==> config.mk <==
export PLATFORM = sky130hd
export DESIGN_NAME = fifo_wr_arbiter
export DESIGN_NICKNAME = d
export VERILOG_FILES = /design/src/rtl/fifo_wr_arbiter.sv
export SDC_FILE = /design/constraint.sdc
export NUM_CORES = 1
export LEC_CHECK = 0
export CORE_MARGIN = 3
export CORE_UTILIZATION = 28
export CTS_CLUSTER_SIZE = 10
export DETAILED_ROUTE_END_ITERATION = 10
export GPL_ROUTABILITY_DRIVEN = 0
export PLACE_DENSITY = 0.87
export RECOVER_POWER = 100
export SLEW_MARGIN = 20
export SYNTH_ARGS = -nofsm -noshare
export SYNTH_HDL_FRONTEND = slang
export SYNTH_SLANG_ARGS = --single-unit
export TNS_END_PERCENT = 100
==> constraint.sdc <==
create_clock -name clk -period 5.2 [get_ports clk]
set_input_delay 0.78 -clock clk [delete_from_list [all_inputs] [get_ports clk]]
set_output_delay 0.78 -clock clk [all_outputs]
set_load 0.02 [all_outputs]
==> src/rtl/fifo_wr_arbiter.sv <==
// Round-robin write arbiter: N producers share one sync_fifo write port, zero-latency grant.
// Define FIFO_ARB_BURST_EN to let a winner hold the port for up to BURST_LEN consecutive words.
module fifo_wr_arbiter #(
    parameter int N         = 4,
    parameter int DW        = 16,
    parameter int BURST_LEN = 4
) (
    input  logic                 clk,
    input  logic                 rstn,
    input  logic [N-1:0]         req,
    input  logic [N*DW-1:0]      din,
    output logic [N-1:0]         ack,
    input  logic                 fifo_full,
    output logic                 fifo_wr_en,
    output logic [DW-1:0]        fifo_din,
    output logic [$clog2(N)-1:0] grant_id
);

    localparam int ID_W = $clog2(N);

    logic [ID_W-1:0] r_last;
    logic            w_any;
    logic [ID_W-1:0] w_sel;
    logic [ID_W-1:0] w_rr_idx;
    logic [ID_W-1:0] w_cand_idx [N];
    logic [N-1:0]    w_cand_req;
    logic [DW-1:0]   w_word [N];

    assign w_any = |req;

    // Candidate gi is the port gi+1 positions after the last winner, wrapping at N.
    genvar gi;
    generate
        for (gi = 0; gi < N; gi++) begin : g_port
            logic [ID_W:0] w_sum;
            assign w_sum            = {1'b0, r_last} + (ID_W+1)'(gi + 1);
            assign w_cand_idx[gi]   = (w_sum >= (ID_W+1)'(N)) ? ID_W'(w_sum - (ID_W+1)'(N))
                                                              : w_sum[ID_W-1:0];
            assign w_cand_req[gi]   = req[w_cand_idx[gi]];
            assign w_word[gi]       = din[gi*DW +: DW];
            assign ack[gi]          = fifo_wr_en & (w_sel == ID_W'(gi));
        end
    endgenerate

    // Lowest rotation offset with an active request wins.
    always_comb begin
        w_rr_idx = '0;
        for (int i = N - 1; i >= 0; i--) begin
            if (w_cand_req[i]) begin
                w_rr_idx = w_cand_idx[i];
            end
        end
    end

    assign fifo_wr_en = w_any & ~fifo_full & rstn;
    assign fifo_din   = w_any ? w_word[w_sel] : '0;
    assign grant_id   = w_any ? w_sel : '0;

`ifdef FIFO_ARB_BURST_EN
    localparam logic [0:0] ST_IDLE = 1'b0;
    localparam logic [0:0] ST_LOCK = 1'b1;

    logic [0:0] r_st;
    logic [3:0] r_bcnt;
    logic       w_keep;
    logic [3:0] w_cnt_next;

    // The owner keeps the port only while it is still requesting.
    assign w_keep     = (r_st == ST_LOCK) && req[r_last];
    assign w_sel      = w_keep ? r_last : w_rr_idx;
    assign w_cnt_next = w_keep ? (r_bcnt + 4'd1) : 4'd1;

    always_ff @(posedge clk or negedge rstn) begin
        if (!rstn) begin
            r_last <= ID_W'(N - 1);
            r_st   <= ST_IDLE;
            r_bcnt <= 4'd0;
        end else if (fifo_wr_en) begin
            r_last <= w_sel;
            if (w_cnt_next >= 4'(BURST_LEN)) begin
                r_st   <= ST_IDLE;
                r_bcnt <= 4'd0;
            end else begin
                r_st   <= ST_LOCK;
                r_bcnt <= w_cnt_next;
            end
        end else if (!w_any || ((r_st == ST_LOCK) && !req[r_last])) begin
            r_st   <= ST_IDLE;
            r_bcnt <= 4'd0;
        end
    end
`else
    assign w_sel = w_rr_idx;

    always_ff @(posedge clk or negedge rstn) begin
        if (!rstn) begin
            r_last <= ID_W'(N - 1);
        end else if (fifo_wr_en) begin
            r_last <= w_sel;
        end
    end
`endif

endmodule

; ---- Word level (Yosys, flattened, before mapping)
; Cells that the tools add are included.
; Widths: inputs -> output; s select.
[word_totals]
word_cells = 52
mem_bits_ro = 0
latch_bits = 0
reg_bits = 2
ramBits = 0
mem_count = 0
inputBits = 71
[classes]
n_addsub = 8
magnitude_cmp = 9
n_mux = 21
reduce_logical = 2
n_bitwise = 8
n_eq_ne = 3
shifts = 0
div_mod_pow = 0
n_mul = 0
[op_table]
columns = op, count
row1 = $mux 16, 3
row2 = $bmux 16 s2, 1
row3 = $mux 2, 9
row4 = $ge 3x3->1 const B, 5
row5 = $lt 2x3->1 const B, 4
row6 = $bmux 1 s2, 4
row7 = $sub 2x1->2 const B, 4
row8 = $add 2x2->3 const B, 2
row9 = $and 1x1->1, 6
row10 = $eq 2x2->1 const B, 2
row11 = $mux 1, 4
row12 = $reduce_or 4->1, 1
row13 = $add 2x1->3 const B, 1
row14 = $add 2x3->3 const B, 1
row15 = $not 2->3, 1
row16 = $eq 2x1->1 const B, 1
row17 = $logic_not 2->1, 1
row18 = $not 1->1, 1

; ---- Longest topological paths before layout
[depth]
ltp_word = 14
mapped_depth = 7
mapped_depth_nobuf = 6

; ---- Worst setup path after synthesis
; Ideal clock, no wire load.
[synth_timing]
kind = input to output
startpoint = input port req[1]
endpoint = output port ack[2]
setup_slack_ns = 2.308
cell_stages = 7
path_buffers = 1
arrival_time_ns = 2.112
path_cell_list = o21ai_0 > a21boi_0 > or3_1 > buf_2 > inv_1 > nand2_1 > nor2_1
[synth_via]
elab_chain_len = 8
word_cells_on_any_way = 17
cone_classes = 1 x eq/ne / 12 x mux / 3 x bitwise / 1 x reduce/logical
[synth_lines]
columns = item, line_no
row1 = start: declaration, 10  ; input logic [N-1:0] req,
row2 = $bmux 1 s2, 39  ; assign w_cand_req[gi] = req[w_cand_idx[gi]];
row3 = $mux 1 (not written as such), 39
row4 = $mux 2 (4 in a row), 49  ; if (w_cand_req[i]) begin
row5 = $eq 2x2->1, 41  ; assign ack[gi] = fifo_wr_en & (w_sel == ID_W'(gi));
row6 = $and 1x1->1 (*), 41
row7 = end: declaration, 12  ; output logic [N-1:0] ack,
; Mark *: on every way between the ends. The rest lies on a longest branch, timed or not. The select of a mux whose other input is x is not followed.

; ---- Worst setup path in the final report
[layout_timing]
startpoint = input port req[1]
endpoint = output port fifo_din[3]
[layout_via]
elab_chain_len = 11
word_cells_on_any_way = 18
cone_classes = 16 x mux / 1 x bitwise / 1 x reduce/logical
[layout_lines]
columns = item, line_no
row1 = $bmux 1 s2, 39
row2 = $mux 1 (not written as such), 39
row3 = $mux 2 (4 in a row), 49
row4 = $not 2->3 (not written as such), 56  ; assign fifo_din = w_any ? w_word[w_sel] : '0;
row5 = $bmux 16 s2, 56
row6 = $mux 16 (not written as such) (2 in a row), 56
row7 = $mux 16 (*), 56
row8 = end: declaration, 15  ; output logic [DW-1:0] fifo_din,
; Marked as above.

==> metrics.txt <==
Global Route met3 Usage 5.656%; master cell of the clock root buffer clkbuf_4; starting density of the core 31.21%; RSZ-0062 raised after global routing no; final hold viol count 0; via count 1062; kind of end point of the critical path output port; overall die height 57.30 um; total global-route track usage 19.54%; Setup Buffers After CTS 0; sequential fraction of the synthesis area 7.131%; busiest metal layer after global routing met2; top achievable clock speed 221.7 MHz; wire length of the first global-routing pass 5.154 mm; biggest regs r_last x2; DR pass1 iterations 4; number of nets in the synthesized netlist 159; standard cell core area 2361 sq um; mean routed wirelength per cell 16.10 um; status finished, final reports clean; Mapped Cells 88; largest net degree at the start of global routing 37; leakage power summed over all cells 0.7126 nW; crit path buf inv count 2; share of the clock period used by the worst path after layout 86.74%; Mapped Area 737.0 sq um; CP max FO 36; IO buf count 93; Critical Path Max Stage Delay 0.96 ns; total length of routed wires 3.316 mm; Yosys warnings 0; number of top-level pins 94; number of levels the H-tree was split into 1; arrival time worst endpoint 3.73 ns; met2 usage in global routing 35.40%; largest clock skew in the final design 0.002057 ns; number of antenna violations at the first check in global routing 0; CTS clock-pin slew for the worst setup and hold paths 0.03 ns; number of diodes 0; initial detailed-routing violation count 34; min-delay worst type flop to flop; flops & latches, synth 2; Max-cap violations 0; Non-Filler Cell Area, Final 1645 sq um; Slew HR 25.30%; synthesized area divided by synthesized cell count 8.375 sq um; number of global-route vias before repair 1079; actual slew at the worst max-slew pin 1.121 ns; remaining global-route overflow 0; max-slew violation count 0; CP top delay family compound AO/OA/AOI/OAI gates; clock sink count 2; peak supply drop 0.1884 mV; max reg flops 2; worst endpoint required time 4.42 ns; clock tree from TritonCTS done; post-synthesis cell type with the largest combined area mux2i_1; DP HPWL 2.732 mm; setup TNS 0 ns; Min Clock Period, post-route 4.510 ns; fraction of final layout cells with drive strength greater than 1 5.056%; fraction of post-synthesis cell area in the top cell type by area 43.46%; Remaining DRCs 0; cell with the biggest individual delay on the critical path o221a_2; CTS Hold Bufs 0; clock buffer count from CTS 3; Cell Pwr Density 250.0 nW/um^2; post-route ant nets 0; number of cells in the design after placement 203; Die ar. 3283 sq um; Post-layout nets 251; Final setup violation count 0; met1 usage 22.68%; latest clock arrival within the worst-skew pair 0.22 ns; cell breakdown of the critical path clkdlybuf4s50_1, nand2b_1, a21boi_1, o221a_2, mux2i_1, o22ai_1, dlygate4sd3_1; post-detailed-route via-to-cell ratio 5.155; Std-Cell Rows 17; element type at the critical path start input pin; Most flops, register r_last; Netlist cell types 25; overall die width 57.30 um; cell area after placement 1623 sq um; Resize count post-CTS 0; top area cells in the synthesized netlist mux2i_1, o22ai_1, buf_12; area growth from synthesis to final layout 123.3%; non-filler instance count after layout 206; buffer depth of the longest clock path 2; CP Class input pin to output port
-- area by class of cell --
| cell class | instances | area [sq um] |
|---|---|---|
| clock buffer | 3 | 22.52 |
| fill | 195 | 715.7 |
| inverter | 3 | 11.26 |
| multi-input combinational | 76 | 585.6 |
| sequential | 2 | 52.55 |
| tap | 28 | 35.03 |
| timing repair buffer | 94 | 938.4 |
-- tightest hold or removal path: stages (launching register included) --
cell	delay [ns]
dfstp_2	0.39
nand2_1	0.06
nand2_1	0.05
-- per-layer routing --
layer | routed length [um] | share of wire, %
met1 | 1276 | 38
met2 | 1698 | 51
met3 | 340 | 10
met4 | 0 | 0
met5 | 0 | 0
-- Yosys cell counts --
library cell,instances
mux2i_1,32
o22ai_1,16
nand2_1,6
buf_12,3
nand2b_1,3
nor2_1,3
a21oi_1,2
clkbuf_1,2
dfstp_2,2
inv_1,2
nor2b_1,2
o21ai_0,2
a21boi_0,1
a21boi_1,1
a22oi_1,1
buf_2,1
buf_8,1
inv_2,1
nand3b_1,1
nor3_1,1
nor3_2,1
o221a_2,1
o221ai_1,1
o41ai_1,1
or3_1,1
-- placed cells by master (no fill, tap or decap), types with 2 or more instances in the layout --
cell             Yosys  routed
dlygate4sd3_1        0      25
nor2_1               3       3
mux2i_1             32      32
o22ai_1             16      16
a21oi_1              2       2
dfstp_2              2       2
clkdlybuf4s50_1      0      68
nor2b_1              2       2
nand2_1              6       6
nand2b_1             3       3
o21ai_0              2       2
clkbuf_4             0       3
inv_1                2       2
-- stage by stage --
stage	power (mW)	hold WS, ns	setup slack (ns)	utilization, %
after global placement	0.3885	0.4832	0.9142	68.73
final	0.4114	0.5046	0.6896	69.69
after global routing	0.4381	0.5466	0.5628	69.69
after CTS	0.4331	0.5060	0.7736	69.69
after detailed placement	0.3961	0.5004	0.7831	68.73
after floorplan	0.2580	0.4695	2.308	-
-- path summary, 6_finish.rpt --
check,start,endpoint,slack (ns),cells after the start
worst max-delay path,req[1],fifo_din[3],0.69,7
worst min-delay path,r_last[1]$_DFFE_PN1P_,r_last[1]$_DFFE_PN1P_,0.50,2
worst max register to register,r_last[1]$_DFFE_PN1P_,r_last[0]$_DFFE_PN1P_,3.00,4
worst min register to register,r_last[1]$_DFFE_PN1P_,r_last[1]$_DFFE_PN1P_,0.50,2
max in group asynchronous,rstn,r_last[1]$_DFFE_PN1P_,4.18,1
min in group asynchronous,rstn,r_last[0]$_DFFE_PN1P_,1.00,1
-- kinds of logic (layout without fill, tap and decap cells) --
logic type             after synthesis  after routing  synth area share (%)
AOI/OAI and AO/OA                   26             26                 23.26
buffers and inverters               10            100                 13.41
DFF                                  2              2                 7.131
muxes                               32             32                 43.46
and+or+nand+nor                     18             18                 12.73
-- where the power goes --
| group | total, mW | switching, mW | internal (mW) |
|---|---|---|---|
| Sequential | 0.0287 | 0.00624 | 0.0224 |
| Clock | 0.0328 | 0.00744 | 0.0253 |
| Combinational | 0.350 | 0.173 | 0.177 |
| Total | 0.411 | 0.187 | 0.224 |
(Power assumes the default switching activity.)
